$ cat src/rtl/cmp_pkg.sv
// Shared types for the serial magnitude comparator: FSM state, verdict triple.
package cmp_pkg;

    typedef enum logic {
        IDLE = 1'b0,
        CMP  = 1'b1
    } state_e;

    typedef struct packed {
        logic lt;
        logic eq;
        logic gt;
    } res_t;

    localparam res_t RES_NONE = 3'b000;

endpackage

$ cat src/rtl/mag_slice_cmp.sv
// Combinational DIGIT-bit unsigned compare of one operand slice.
module mag_slice_cmp #(
    parameter int DIGIT = 3
) (
    input  logic [DIGIT-1:0] a,
    input  logic [DIGIT-1:0] b,
    output logic             lt,
    output logic             eq,
    output logic             gt
);

    assign lt = (a < b);
    assign eq = (a == b);
    assign gt = (a > b);

endmodule

$ cat src/rtl/seq_mag_comparator.sv
// Serial MSB-first magnitude comparator, one DIGIT slice per clock, early exit
// on the first differing slice, cascade inputs forwarded on full equality.
module seq_mag_comparator
    import cmp_pkg::*;
#(
    parameter int WIDTH = 12,
    parameter int DIGIT = 3
) (
    input  logic             clk,
    input  logic             rst_n,
    input  logic             start,
    input  logic [WIDTH-1:0] A,
    input  logic [WIDTH-1:0] B,
    input  logic             signed_mode,
    input  logic             l,
    input  logic             e,
    input  logic             g,
    output logic             busy,
    output logic             done,
    output logic             lt,
    output logic             eq,
    output logic             gt
);

    localparam int NSLICE = WIDTH / DIGIT;
    localparam int IDX_W  = (NSLICE > 1) ? $clog2(NSLICE) : 1;

    if ((WIDTH % DIGIT) != 0 || WIDTH < DIGIT) begin : g_bad_width
        $error("seq_mag_comparator: WIDTH must be a positive multiple of DIGIT");
    end

    state_e           state_q, state_d;
    logic [IDX_W-1:0] idx_q, idx_d;
    logic [WIDTH-1:0] a_q, a_d, b_q, b_d;
    res_t             cas_q, cas_d;
    res_t             res_q, res_d;
    logic             done_q, done_d;

    logic [WIDTH-1:0] sign_flip;
    logic [DIGIT-1:0] a_sl, b_sl;
    logic             s_lt, s_eq, s_gt;

    assign a_sl = a_q[idx_q*DIGIT +: DIGIT];
    assign b_sl = b_q[idx_q*DIGIT +: DIGIT];

    mag_slice_cmp #(.DIGIT(DIGIT)) u_slice (
        .a  (a_sl),
        .b  (b_sl),
        .lt (s_lt),
        .eq (s_eq),
        .gt (s_gt)
    );

    // Flipping the sign bit of both operands maps two's-complement order
    // onto unsigned order, so the slice compare stays unsigned.
    always_comb begin
        sign_flip            = '0;
        sign_flip[WIDTH-1]   = signed_mode;
    end

    always_comb begin
        state_d = state_q;
        idx_d   = idx_q;
        a_d     = a_q;
        b_d     = b_q;
        cas_d   = cas_q;
        res_d   = res_q;
        done_d  = 1'b0;
        case (state_q)
            IDLE: begin
                if (start) begin
                    a_d     = A ^ sign_flip;
                    b_d     = B ^ sign_flip;
                    cas_d   = {l, e, g};
                    idx_d   = IDX_W'(NSLICE - 1);
                    state_d = CMP;
                end
            end
            CMP: begin
                if (!s_eq) begin
                    res_d   = '{lt: s_lt, eq: 1'b0, gt: s_gt};
                    done_d  = 1'b1;
                    state_d = IDLE;
                end else if (idx_q == '0) begin
                    res_d   = cas_q;
                    done_d  = 1'b1;
                    state_d = IDLE;
                end else begin
                    idx_d = idx_q - IDX_W'(1);
                end
            end
            default: state_d = IDLE;
        endcase
    end

    always_ff @(posedge clk or negedge rst_n) begin
        if (!rst_n) begin
            state_q <= IDLE;
            idx_q   <= '0;
            a_q     <= '0;
            b_q     <= '0;
            cas_q   <= RES_NONE;
            res_q   <= RES_NONE;
            done_q  <= 1'b0;
        end else begin
            state_q <= state_d;
            idx_q   <= idx_d;
            a_q     <= a_d;
            b_q     <= b_d;
            cas_q   <= cas_d;
            res_q   <= res_d;
            done_q  <= done_d;
        end
    end

    assign busy = (state_q == CMP);
    assign done = done_q;
    assign lt   = res_q.lt;
    assign eq   = res_q.eq;
    assign gt   = res_q.gt;

endmodule

$ cat config.mk
export PLATFORM = sky130hd
export DESIGN_NAME = seq_mag_comparator
export DESIGN_NICKNAME = d
export VERILOG_FILES = /design/src/rtl/cmp_pkg.sv /design/src/rtl/mag_slice_cmp.sv /design/src/rtl/seq_mag_comparator.sv
export SDC_FILE = /design/constraint.sdc
export NUM_CORES = 1
export LEC_CHECK = 0
export BUFFER_PORTS_ARGS = -buffer_cell sky130_fd_sc_hd__buf_2
export CAP_MARGIN = 10
export CORE_ASPECT_RATIO = 0.7
export CORE_MARGIN = 5
export CORE_UTILIZATION = 30
export DETAILED_ROUTE_END_ITERATION = 10
export MAX_ROUTING_LAYER = met4
export PLACE_DENSITY_LB_ADDON = 0.08
export SLEW_MARGIN = 30
export SYNTH_ARGS = -nofsm -noshare
export SYNTH_HDL_FRONTEND = slang
export SYNTH_SLANG_ARGS = --single-unit
$ cat constraint.sdc
create_clock -name clk -period 2.8 [get_ports clk]
set_input_delay 0 -clock clk [delete_from_list [all_inputs] [get_ports clk]]
set_output_delay 0 -clock clk [all_outputs]
set_load 0.05 [all_outputs]
==> impl_metrics.tcl <==
set metrics [dict create \
    status "complete, no violations" \
    r2r_setup_slack_ns 0.48 \
    area_growth_syn_to_layout_pct 35.9 \
    drive_above_1_share_pct 42.6 \
    dr.first_iter.drc_count 30 \
    die_x_um 98.1 \
    vias_per_cell 4.18 \
    worstPathMaxFanout 9 \
    powerDensity_mw_per_mm2 961 \
    finalCritPeriodShare_pct 82.7 \
    htree_levels 2 \
    drv_cap 0 \
    skew_ns 0.00548 \
    rsz0062_at_grt "false" \
    period_needed_ns 2.32 \
    gp_congestion 0.674 \
    hpwl_um 2380 \
    die_h_um 71.7 \
    critPathKind "flip-flop to flip-flop" \
    hp-class "primary input to flip-flop" \
    crit_start "idx_q[0]" \
    fmax_ghz 0.432 \
    vdd_drop_max_uv 263 \
    syn-num-nets 146 \
    clk_latency_ns 0.28 \
    tritoncts "yes" \
    reg2reg_from "idx_q[0]" \
    end_kind "flip-flop" \
    cts_root_buf "clkbuf_8" \
    route.antenna.remaining_nets 0 \
    post-route-drc-count 0 \
    synth.ff_latch_count 34 \
    relSlewSlack_pct 49.3 \
    post_cts_buffers 0 \
    cp.required_ns 2.96 \
    ctsLongestPathBuffers 2 \
    dr.pass1.iters 4 \
    grt_usage_pct 10.8 \
    wl_per_cell_um 13.3 \
    numPortBuffers 35 \
    hold_path_startpoint "B[11]" \
    coreArea_mm2 0.00526 \
    cellLeakagePower_nw 1.08 \
    start_kind "flip-flop" \
    synth_cells 111 \
    antenna_found_initial 0 \
    yosys_warnings 0 \
    nets 210 \
    tightest_slew_ns 0.760 \
    io_pins 36 \
    timing.rr.end "gt" \
    synth_cell_types 21 \
    design.die.area_mm2 0.00703 \
    num_vias 1037 \
    grt_pass1_wl_um 5870 \
    holdWs_ns 0.0208 \
    seq_area_frac_synth_pct 52.2 \
    start_util_pct 31.0 \
    synth_area_leaders "dfrtp_1, mux2_4, mux4_2, ha_1, buf_6" \
    antenna_cells 0 \
    syn_avg_cell_area_um2 14.7 \
    r2r_cells 6 \
    final.setup.tns_ns 0 \
    syn-cell-area_mm2 0.00163 \
    grt_pass1_vias 1227 \
    rows 22 \
    numCtsBuffers 5 \
    clock_sinks 34 \
    hold_violations 0 \
    final-setup-viol-count 0 \
    min_path_cells 3 \
    synth_area_leader_cell "dfrtp_1" \
    wirelength_um 3290 \
    grt_start_max_net_pins 35 \
    finalCoreUtilization_pct 42.1 \
    hold_end "b_q[11]" \
    cp.arrival_ns 2.48 \
    grt_overflow 0 \
    drv_slew 0 \
    synth_top_cell_area_share_pct 52.2 \
    cts.reportedPaths.clkPinSlew_ns 0.07 \
]
==> critical path: stages (launching register included) <==
cell and delay, ns:
dfrtp_1 0.63, mux4_2 0.57, ha_1 0.31, nand3_1 0.17, o21ai_1 0.24, inv_1 0.09, o22a_1 0.19
==> routing by layer <==
layer  GRT usage, %  routed length (µm)  up-vias  part of all wire (%)
li1               -                   -      516                     -
met1           14.1                1700      496                    52
met2           15.9                1410       23                    43
met3           3.40                 171        2                   5.2
met4           3.23                  14        0                  0.43
met5              -                   0        -                     0
==> cell families after synthesis <==
family	count (synthesis)	share of synthesized area, %
buffers and inverters	13	4.92
and+or+nand+nor	15	4.15
adders and majority gates	4	3.07
xor gates and xnor gates	2	1.08
DFF	34	52.2
AOI/OAI and AO/OA	11	3.61
muxes	32	31.0
==> stage by stage <==
stage,total power [mW],std cells,instance area (µm²),setup slack (ns)
after floorplan,1.56,111,1630,0.752
after global placement,1.75,214,1860,0.542
after detailed placement,1.76,214,1860,0.467
after CTS,2.17,248,2210,0.440
after global routing,2.30,248,2210,0.221
final,2.13,248,2210,0.484
==> cells in the final DEF (no fill, tap or decap) <==
master | netlist | routed
nor3_1 | 1 | 1
clkbuf_1 | 1 | 1
o21ai_1 | 1 | 1
o21ai_0 | 5 | 5
o22a_1 | 1 | 1
mux2_4 | 21 | 21
nor2b_1 | 2 | 1
mux4_2 | 6 | 6
nand2_1 | 4 | 4
dfrtp_1 | 34 | 34
buf_4 | 0 | 2
nor2b_4 | 0 | 1
clkbuf_8 | 0 | 6
a21oi_1 | 4 | 4
clkinv_2 | 0 | 1
buf_2 | 1 | 35
nand3_1 | 2 | 2
nor2_1 | 5 | 5
mux2_2 | 3 | 3
inv_1 | 7 | 7
ha_1 | 4 | 4
xnor2_1 | 2 | 2
dlygate4sd3_1 | 0 | 26
nand2b_1 | 1 | 1
mux2i_1 | 2 | 2
==> area by class of cell <==
cell class                 instances  area (µm²)
timing repair buffer              63         450
fill                             512        3040
multi-input combinational         64         706
clock buffer                       7        86.3
tap                               72        90.1
clock inverter                     1        5.00
inverter                           7        26.3
sequential                        34         851
==> cells in the mapped netlist <==
cell type / number
dfrtp_1: 34
mux2_4: 21
inv_1: 7
mux4_2: 6
nor2_1: 5
o21ai_0: 5
a21oi_1: 4
buf_6: 4
ha_1: 4
nand2_1: 4
mux2_2: 3
mux2i_1: 2
nand3_1: 2
nor2b_1: 2
xnor2_1: 2
buf_2: 1
clkbuf_1: 1
nand2b_1: 1
nor3_1: 1
o21ai_1: 1
o22a_1: 1
==> how the worst max path moves through the flow <==
stage          end  slack (ns)  cells after the start
6_report        gt        0.48                      6
5_1_grt         lt        0.22                      7
4_1_cts         gt        0.44                      6
3_5_place_dp    gt        0.47                      6
3_3_place_gp    gt        0.54                      6
2_1_floorplan   gt        0.75                      7
==> power breakdown <==
part	switching [mW]	total, mW	internal (mW)
sequential	0.152	0.859	0.707
combinational	0.398	0.904	0.506
clock	0.166	0.364	0.198
==> registers in the layout, summed over array words and instances (netlist names) <==
name / flops
a_q: 12
b_q: 12
busy: 1
cas_q: 3
done: 1
eq: 1
gt: 1
idx_q: 2
lt: 1
==> timing repair <==
action                                 4_1_cts  5_1_grt
hold buffers                                26        0
resized for setup                            0        0
endpoints found under the hold margin       59        0
(Power assumes the default switching activity.)
